File: src/rtl/if_fetch_buffer_pkg.sv
// Shared fetch-buffer types: decode-queue entry, in-flight request tag, and fixed constants.
package if_pkg;

    localparam logic [31:0] NOP_INSTR    = 32'h0000_0013;
    localparam logic [31:0] RESET_VECTOR = 32'h0000_0000;

    typedef struct packed {
        logic [31:0] pc;
        logic [31:0] instr;
    } fetch_entry_t;

    typedef struct packed {
        logic [31:0] pc;
        logic        epoch;
    } fetch_tag_t;

endpackage

File: src/rtl/if_fetch_buffer_if.sv
// Instruction-memory request/response bus between the fetch buffer (master) and imem (slave).
interface if_fetch_buffer_if;

    logic        imem_req_valid;
    logic        imem_req_ready;
    logic [31:0] imem_req_addr;
    logic        imem_rsp_valid;
    logic [31:0] imem_rsp_data;

    modport master (
        output imem_req_valid, imem_req_addr,
        input  imem_req_ready, imem_rsp_valid, imem_rsp_data
    );

    modport slave (
        input  imem_req_valid, imem_req_addr,
        output imem_req_ready, imem_rsp_valid, imem_rsp_data
    );

endinterface

File: src/rtl/if_fetch_buffer_sync_fifo.sv
// Synchronous FIFO with wrap-bit pointers; a push into a full FIFO is accepted when a pop happens
// in the same cycle. Clear empties it at the next edge and discards any same-cycle push.
module sync_fifo #(
    parameter int WIDTH = 32,
    parameter int DEPTH = 4
) (
    input  logic                   clk,
    input  logic                   reset,
    input  logic                   clear,
    input  logic                   push,
    input  logic [WIDTH-1:0]       push_data,
    input  logic                   pop,
    output logic [WIDTH-1:0]       pop_data,
    output logic                   full,
    output logic                   empty,
    output logic [$clog2(DEPTH):0] count
);

    localparam int              PW       = $clog2(DEPTH) + 1;
    localparam int              IW       = (DEPTH > 1) ? $clog2(DEPTH) : 1;
    localparam logic [PW-1:0]   IDX_MASK = PW'(DEPTH - 1);

    logic [PW-1:0]    wr_ptr_q, wr_ptr_d;
    logic [PW-1:0]    rd_ptr_q, rd_ptr_d;
    logic [IW-1:0]    wr_idx, rd_idx;
    logic             do_push, do_pop;
    logic [WIDTH-1:0] mem_q [DEPTH];

    always_comb begin
        count    = wr_ptr_q - rd_ptr_q;
        empty    = (wr_ptr_q == rd_ptr_q);
        full     = (count == PW'(DEPTH));
        wr_idx   = IW'(wr_ptr_q & IDX_MASK);
        rd_idx   = IW'(rd_ptr_q & IDX_MASK);
        pop_data = mem_q[rd_idx];
        do_pop   = pop && !empty;
        do_push  = push && (!full || do_pop);
        wr_ptr_d = wr_ptr_q;
        rd_ptr_d = rd_ptr_q;
        if (clear) begin
            wr_ptr_d = '0;
            rd_ptr_d = '0;
        end else begin
            if (do_push) wr_ptr_d = wr_ptr_q + 1'b1;
            if (do_pop)  rd_ptr_d = rd_ptr_q + 1'b1;
        end
    end

    always_ff @(posedge clk) begin
        if (reset) begin
            wr_ptr_q <= '0;
            rd_ptr_q <= '0;
        end else begin
            wr_ptr_q <= wr_ptr_d;
            rd_ptr_q <= rd_ptr_d;
        end
    end

    // Storage carries no reset; only the pointers decide what is live.
    always_ff @(posedge clk) begin
        if (do_push && !clear) mem_q[wr_idx] <= push_data;
    end

endmodule

File: src/rtl/if_fetch_buffer.sv
// Fetch buffer: issues imem reads at pc_f, queues returned instructions for decode, kills stale
// fetches on flush_d with a 1-bit epoch. Define IF_FETCH_BYPASS_EN to forward responses to decode.
module if_fetch_buffer #(
    parameter int          DEPTH     = 4,
    parameter int          MAX_OUT   = 2,
    parameter logic [31:0] NOP_INSTR = if_pkg::NOP_INSTR
) (
    input  logic              clk,
    input  logic              reset,
    input  logic [31:0]       pc_f,
    output logic              stall_f,
    input  logic              flush_d,
    if_fetch_buffer_if.master imem,
    input  logic              stall_d,
    output logic              valid_d,
    output logic [31:0]       instr_d,
    output logic [31:0]       pc_d,
    output logic [31:0]       pc_plus4_d
);

    import if_pkg::*;

    localparam int QCW = $clog2(DEPTH) + 1;
    localparam int OCW = $clog2(MAX_OUT) + 1;

    fetch_tag_t   tag_push_data, tag_head;
    fetch_entry_t q_push_data, q_head, dec_entry;
    logic         tag_full, tag_empty, tag_pop;
    logic         q_full, q_empty, q_push, q_pop;
    logic         req_fire, rsp_current, dec_valid;
    logic         epoch_q, epoch_d, flush_prev_q, flush_prev_d;
    logic [OCW-1:0] outstanding;
    logic [QCW-1:0] q_count;

    assign imem.imem_req_addr = pc_f;

    always_comb begin
        // Credit for the queue slot is reserved at issue, so a later response can always land.
        imem.imem_req_valid = !reset && !flush_d && !tag_full
                              && ((int'(q_count) + int'(outstanding)) < DEPTH);
        req_fire      = imem.imem_req_valid && imem.imem_req_ready;
        stall_f       = !req_fire;
        tag_push_data = '{pc: pc_f, epoch: epoch_q};
        tag_pop       = imem.imem_rsp_valid && !tag_empty;
        rsp_current   = tag_pop && !flush_d && (tag_head.epoch == epoch_q);
        q_push_data   = '{pc: tag_head.pc, instr: imem.imem_rsp_data};
        q_pop         = !q_empty && !stall_d && !flush_d;
`ifdef IF_FETCH_BYPASS_EN
        dec_valid = !q_empty || rsp_current;
        dec_entry = q_empty ? q_push_data : q_head;
        q_push    = rsp_current && !(q_empty && !stall_d) && (!q_full || q_pop);
`else
        dec_valid = !q_empty;
        dec_entry = q_head;
        q_push    = rsp_current && (!q_full || q_pop);
`endif
        valid_d    = dec_valid;
        instr_d    = dec_valid ? dec_entry.instr : NOP_INSTR;
        pc_d       = dec_valid ? dec_entry.pc : RESET_VECTOR;
        pc_plus4_d = pc_d + 32'd4;
        // One toggle per redirect: a flush held for several cycles must not alias the epoch back.
        epoch_d      = epoch_q ^ (flush_d && !flush_prev_q);
        flush_prev_d = flush_d;
    end

    always_ff @(posedge clk) begin
        if (reset) begin
            epoch_q      <= 1'b0;
            flush_prev_q <= 1'b0;
        end else begin
            epoch_q      <= epoch_d;
            flush_prev_q <= flush_prev_d;
        end
    end

    sync_fifo #(.WIDTH(64), .DEPTH(DEPTH)) u_instr_q (
        .clk       (clk),
        .reset     (reset),
        .clear     (flush_d),
        .push      (q_push),
        .push_data (q_push_data),
        .pop       (q_pop),
        .pop_data  (q_head),
        .full      (q_full),
        .empty     (q_empty),
        .count     (q_count)
    );

    // Never cleared: entries issued before a flush drain out as stale responses.
    sync_fifo #(.WIDTH(33), .DEPTH(MAX_OUT)) u_tag_fifo (
        .clk       (clk),
        .reset     (reset),
        .clear     (1'b0),
        .push      (req_fire),
        .push_data (tag_push_data),
        .pop       (tag_pop),
        .pop_data  (tag_head),
        .full      (tag_full),
        .empty     (tag_empty),
        .count     (outstanding)
    );

endmodule

File: src/flat_wrapper.sv
// flat-port wrapper written by rule: the top's interface ports become plain ports
module if_fetch_buffer_flat import if_pkg::*;
#(
    parameter int          DEPTH     = 4,
    parameter int          MAX_OUT   = 2,
    parameter logic [31:0] NOP_INSTR = if_pkg::NOP_INSTR
)
  (clk, reset, pc_f, stall_f, flush_d, stall_d, valid_d, instr_d, pc_d, pc_plus4_d, imem_imem_req_valid, imem_imem_req_addr, imem_imem_req_ready, imem_imem_rsp_valid, imem_imem_rsp_data);
  if_fetch_buffer_if imem_i ();
  input  logic clk;
  input  logic reset;
  input  logic [31:0] pc_f;
  output logic stall_f;
  input  logic flush_d;
  input  logic stall_d;
  output logic valid_d;
  output logic [31:0] instr_d;
  output logic [31:0] pc_d;
  output logic [31:0] pc_plus4_d;
  output wire logic [$bits(imem_i.imem_req_valid)-1:0] imem_imem_req_valid;
  output wire logic [$bits(imem_i.imem_req_addr)-1:0] imem_imem_req_addr;
  input wire logic [$bits(imem_i.imem_req_ready)-1:0] imem_imem_req_ready;
  input wire logic [$bits(imem_i.imem_rsp_valid)-1:0] imem_imem_rsp_valid;
  input wire logic [$bits(imem_i.imem_rsp_data)-1:0] imem_imem_rsp_data;
  assign imem_imem_req_valid = imem_i.imem_req_valid;
  assign imem_imem_req_addr = imem_i.imem_req_addr;
  assign imem_i.imem_req_ready = imem_imem_req_ready;
  assign imem_i.imem_rsp_valid = imem_imem_rsp_valid;
  assign imem_i.imem_rsp_data = imem_imem_rsp_data;
  if_fetch_buffer #(.DEPTH(DEPTH), .MAX_OUT(MAX_OUT), .NOP_INSTR(NOP_INSTR)) u_core (.clk(clk), .reset(reset), .pc_f(pc_f), .stall_f(stall_f), .flush_d(flush_d), .imem(imem_i), .stall_d(stall_d), .valid_d(valid_d), .instr_d(instr_d), .pc_d(pc_d), .pc_plus4_d(pc_plus4_d));
endmodule
File: config.mk
export PLATFORM = sky130hd
export DESIGN_NAME = if_fetch_buffer_flat
export DESIGN_NICKNAME = d
export VERILOG_FILES = /design/src/rtl/if_fetch_buffer_pkg.sv /design/src/rtl/if_fetch_buffer_if.sv /design/src/rtl/if_fetch_buffer_sync_fifo.sv /design/src/rtl/if_fetch_buffer.sv /design/src/flat_wrapper.sv
export SDC_FILE = /design/constraint.sdc
export NUM_CORES = 1
export LEC_CHECK = 0
export CORE_AREA = 2 2 179 181
export CTS_BUF_LIST = sky130_fd_sc_hd__clkbuf_4
export CTS_CLUSTER_SIZE = 25
export DETAILED_ROUTE_END_ITERATION = 16
export DIE_AREA = 0 0 181 183
export PLACE_DENSITY = 0.67
export SLEW_MARGIN = 0
export SYNTH_ARGS = -nofsm -noshare
export SYNTH_HDL_FRONTEND = slang
export SYNTH_SLANG_ARGS = --single-unit
File: constraint.sdc
create_clock -name clk -period 4.75 [get_ports clk]
set_clock_uncertainty 0.1 [all_clocks]
set_input_delay 0.475 -clock clk [delete_from_list [all_inputs] [get_ports clk]]
set_output_delay 0.475 -clock clk [all_outputs]
set_load 0.01 [all_outputs]
# After elaboration in Yosys (flattened, before gate mapping)
# Memories as Yosys holds them, arrays and structs flattened. A register that Yosys moved wholly into a read port is not among the register bits.
# Index checks and enable logic that the tools add are counted.
classes:
  bitwise_logic: 1
  reduce_logical: 29
  mux: 10
  n_eq_ne: 5
  addsub: 8
  magnitude_cmp: 1
ops:
  columns: ["op", "count"]
  rows:
  - ["two-way mux 32 bit", 2]
  - ["adder 32 x 3 -> 32 bit (second input constant)", 1]
  - ["< comparator 32 x 4 -> 1 bit (second input constant)", 1]
  - ["logical AND 1 bit", 16]
  - ["logical NOT 1 bit", 9]
  - ["adder 3 x 1 -> 3 bit (second input constant)", 2]
  - ["two-way mux 1 bit", 6]
  - ["adder 2 x 1 -> 2 bit (second input constant)", 2]
  - ["adder 3 x 2 -> 4 bit", 1]
  - ["two-way mux 2 bit", 2]
  - ["equality test 3 bit", 1]
  - ["equality test 3 bit (second input constant)", 1]
  - ["logical OR 1 bit", 3]
  - ["subtractor 3 bit", 1]
  - ["equality test 2 bit", 1]
  - ["equality test 2 bit (second input constant)", 1]
  - ["OR reduction 2 bit", 1]
  - ["subtractor 2 bit", 1]
  - ["equality test 1 bit", 1]
  - ["bitwise XOR 1 bit", 1]
word_totals:
  out_inout_bits: 131
  elab_cells: 62
  input_bits: 70
  ram_bits: 322
  memories: 2
  regBits: 12
memory_table:
  columns: ["memory", "words", "word_bits", "read_ports", "rd_ports_with_merged_regs", "wr", "line_no", "text"]
  rows:
  - ["u_core.u_instr_q.mem_q", 4, 64, 1, 1, 1, "if_fetch_buffer_sync_fifo.sv:27", "logic [WIDTH-1:0] mem_q [DEPTH];"]
  - ["u_core.u_tag_fifo.mem_q", 2, 33, 1, 1, 1, "if_fetch_buffer_sync_fifo.sv:27", null]

# Longest topological paths before layout
logic_depth:
  ltp_word: 10
  depth_mapped: 13
  mapped_depth_nobuf: 12

# Modules after synthesis
# From an unflattened synthesis, not the netlist that was laid out.
unflattened:
  hier_cells: 741
  hier_area_um2: 13812.0
by_module_without_submodules:
  columns: ["mod", "seq_area_each_um2", "cells_each", "instances", "area_per_inst_um2"]
  rows:
  - ["sync_fifo at u_core.u_instr_q", 7847.5, 389, 1, 9726.8]
  - ["sync_fifo at u_core.u_tag_fifo", 2082.0, 138, 1, 2688.8]
  - ["if_fetch_buffer", 40.0, 214, 1, 1396.3]

# Least setup slack after synthesis
# No wires, ideal clock.
synth_timing:
  path_kind: "register -> register"
  start: "register u_core.u_instr_q.wr_ptr_q[0]"
  end: "memory u_core.u_tag_fifo.mem_q[2][0] (netlist: u_core.u_tag_fifo.mem_q[1][0]) (enable)"
  setup_time_ns: 0.426
  slack_ns: 0.291
  path_buffers: 0
  stages_incl_launch_ff: 10
  t_arrival_ns: 3.933
  synth_period_minus_slack_ns: 4.459
  required_ns: 4.224
  cell_sequence: "dfxtp_1 > inv_1 > ha_1 > fa_1 > inv_1 > ha_1 > or3_1 > a2111oi_2 > nand2_1 > nor2_1"
synth_between:
  elab_chain_len: 8
synth_rtl:
  columns: ["element", "line_no", "text"]
  rows:
  - ["start: declaration", "if_fetch_buffer_sync_fifo.sv:23", "logic [PW-1:0] wr_ptr_q, wr_ptr_d;"]
  - ["start signal: assignment", "if_fetch_buffer_sync_fifo.sv:54", "wr_ptr_q <= wr_ptr_d;"]
  - ["subtractor 3 bit", "if_fetch_buffer_sync_fifo.sv:30", "count = wr_ptr_q - rd_ptr_q;"]
  - ["adder 3 x 2 -> 4 bit", "if_fetch_buffer.sv:40", "&& ((int'(q_count) + int'(outstanding)) < DEPTH);"]
  - ["< comparator 32 x 4 -> 1 bit", "if_fetch_buffer.sv:40", null]
  - ["logical AND 1 bit", "if_fetch_buffer.sv:40", null]
  - ["via imem_imem_req_valid", "flat_wrapper.sv:20", "output wire logic [$bits(imem_i.imem_req_valid)-1:0] imem_imem_req_valid;"]
  - ["logical AND 1 bit", "if_fetch_buffer.sv:41", "req_fire = imem.imem_req_valid && imem.imem_req_ready;"]
  - ["logical AND 1 bit", "if_fetch_buffer_sync_fifo.sv:37", "do_push = push && (!full || do_pop);"]
  - ["two-way mux 1 bit", "if_fetch_buffer_sync_fifo.sv:61", "if (do_push && !clear) mem_q[wr_idx] <= push_data;"]
  - ["two-way mux 1 bit (not written as such)", "if_fetch_buffer_sync_fifo.sv:61", null]
  - ["end: declaration", "if_fetch_buffer_sync_fifo.sv:27", null]
# The timed path passes the listed nets, and every way through them passes these cells.

==> out/results.tsv <==
metric	value	unit
critical path cell sequence	buf_4 > mux4_1 > a21boi_1 > and3_1 > nand4b_4 > nor4_4 > xor2_1 > clkdlybuf4s50_1	
area post-placement	0.0162	sq mm
synthesized netlist cell count	726	
Max-Cap Viols	0	
slew of the pin with the lowest slew margin	1.01	ns
ANT nets after route	0	
crit path capture type	output port	
clk slew on worst S/H paths	0.07	ns
Synth area leaders	edfxtp_1 (70%), mux4_2 (7.5%), mux4_1 (3.4%)	
htree depth	3	
Root Driver	clkbuf_4	
crit path DAT	3.92	ns
WL final	28500	um
routed length per instance	19.9	um
met2 GRT Util	29.5	%
power density cells	350	mW/mm^2
busiest metal layer after global routing	met2	
final instance area	0.0173	sq mm
predominant post-synthesis flop cell	edfxtp_1	
achievable frequency	222	MHz
total number of vias	7309	
GRT overflow	0	
final hold slack	0.312	ns
Critical Path Source Type	flip-flop	
Net Count, Synth	807	
final worst slack	0.254	ns
largest net degree at the start of global routing	65	
initial drt markers	416	
Clock Path Buffers	3	
antenna violations before repair	1	
met3 Usage GRT	4.86	%
CP bufs+invs	2	
Vias per Instance	5.09	
Post-synth ARST share	0	%
Worst path slowest cell	dfxtp_4	
die area	0.0331	sq mm
met1 Use GR	21.9	%
core region area	0.0312	sq mm
synth unique cells	54	
number of flops mapped to enable cells by yosys	322	
global-route wire length before repair	43900	um
Die Y-Extent	183	um
synthesized area	0.0139	sq mm
dpl ws	0.441	ns
drt drc	0	
multi-input logic area	0.00346	sq mm
hold-fix buffers at CTS	0	
Layout Nets	1051	
1st-pass router iterations	6	
critical path data required time	4.18	ns
# IOs	201	
max incr delay on CP	0.55	ns
cell taking the most area after synthesis	edfxtp_1	
Ys Warns	0	
Clk Latency, worst-skew pair	0.67	ns
CTS tree	yes	
DP Wirelength	18000	um
Min-Delay Path Class	input pin to flip-flop	
CP top delay family	buffers and inverters	
GPL Wtd Cong	0.833	
Max VDD drop	0.000213	V
share of layout cells above drive strength 1	25.7	%
I/O Buffers	200	
critical path type	flip-flop to output port	
Reg area	0.00998	sq mm
Seq/Total Area, Yosys	71.8	%
Starting Density	44.5	%
Relative slew margins	32.5	%
Filler cells	2487	
Num CTS Buffers	86	
Mapped Avg Cell Area	19.1	sq um
P&R area growth vs syn	24.7	%
Seq cells post-synth	337	
Die X-Extent	181	um
LEAKAGE	5.77	nW
# setup viols final	0	
clock sinks	337	
crit-path max FO	29	
max-slew violations	0	
min Tclk post-route	4.50	ns
status	finished, final reports clean	
Tot GR Track Use	17.6	%
share of the synthesized area in the top cell type	69.7	%
Site Rows	65	
period utilization	94.7	%
final hold vios	0	
vias in the first global route	7890	
RSZ-0062 raised after global routing	no	
setup_tns	0	ns
-- cell type report --
cell class,count,share of cell area (%)
clock buffer,123,5.33
antenna,1,0.0145
timing repair buffer,219,12.6
inverter,17,0.369
tap,402,2.91
sequential,337,57.6
multi-input combinational,309,20.0
clock inverter,27,1.09
-- repair_timing --
item                       in CTS  in global routing
pin swaps                       2                  1
setup endpoints to repair       5                  5
buffers inserted                3                  0
gates resized for setup         2                  2
-- final timing paths --
path | start | end | slack, ns | cells past startpoint
max reg2reg | u_core.u_instr_q.wr_ptr_q[0]$_SDFFE_PP0P_ | u_core.u_tag_fifo.mem_q[1][8]$_DFFE_PP_ | 0.98 | 10
max | flip-flop | pc_plus4_d[27] | 0.25 | 8
min reg2reg | u_core.flush_prev_q$_SDFF_PP0_ | u_core.epoch_q$_SDFF_PP0_ | 0.41 | 2
min | pc_f[14] | u_core.u_tag_fifo.mem_q[0][15]$_DFFE_PP_ | 0.31 | 1
-- logic make-up (layout without fill, tap and decap cells) --
kind of cell             count (synthesis)  in the layout  share of synthesized area, %
AO/OA/AOI/OAI                           18             18                          1.04
XOR/XNOR                                40             40                          2.79
adder cells (fa/ha/maj)                 11             11                          1.05
buffers and inverters                   80            386                          3.48
flip-flops                             337            337                          71.8
multiplexers                            98             98                          13.6
other                                    0              1                             0
AND/OR/NAND/NOR                        142            142                          6.22
-- cells in the final DEF (no fill, tap or decap), types with 17 or more instances in the layout --
cell             netlist  layout
edfxtp_1             322     322
clkdlybuf4s50_1        0     200
clkbuf_4               1     123
and2_1                54      50
mux4_2                46      46
mux2_2                32      32
nor2_1                28      26
xnor2_1               23      23
mux4_1                18      18
nand2_1               17      17
-- sequential cells by signal, indices dropped and copies added, names as in the netlist, named ones only --
signal,count
u_core.u_instr_q.mem_q,256
u_core.u_tag_fifo.mem_q,66
u_core.epoch_q,1
u_core.u_instr_q.wr_ptr_q,3
u_core.flush_prev_q,1
u_core.u_tag_fifo.wr_ptr_q,2
u_core.u_tag_fifo.rd_ptr_q,2
u_core.u_instr_q.rd_ptr_q,3
-- per-layer routing --
metal,share of wire [%],vias up,wire length (um)
met2,50,265,14200
met5,0,-,0
met3,6.6,30,1870
met1,42,3656,12000
li1,-,3358,-
met4,1.6,0,465
-- worst register-to-register path: stages (launching register included) --
cell       delay (ns)
dfxtp_1          0.39
inv_1            0.10
ha_1             0.22
fa_1             0.52
inv_1            0.05
ha_1             0.18
or3_1            0.38
a2111oi_2        0.44
nand2_1          0.26
nor2_4           0.44
buf_4            0.35
-- synth_stat cells, types with 9 or more instances --
master and number:
and2_1 54, buf_4 35, clkbuf_1 18, dfxtp_1 15
edfxtp_1 322, ha_1 10, inv_1 17, mux2_2 32
mux4_1 18, mux4_2 46, nand2_1 17, nand3_1 9
nor2_1 28, xnor2_1 23, xor2_1 14
-- power breakdown --
group          total [mW]  internal (mW)  switching, mW
clock network        2.44           1.35           1.09
logic               0.305          0.154          0.151
registers            3.31           3.30        0.00946
-- per-stage QoR --
step | utilization [%] | total power, mW | instances
final | 55.4 | 6.06 | 1435
after global routing | 55.4 | 6.33 | 1435
after CTS | 55.4 | 6.15 | 1434
after detailed placement | 51.7 | 3.68 | 1281
after global placement | 51.7 | 3.68 | 1281
after floorplan | - | 3.53 | 726
Note: power is estimated with default switching activity, not from simulation.
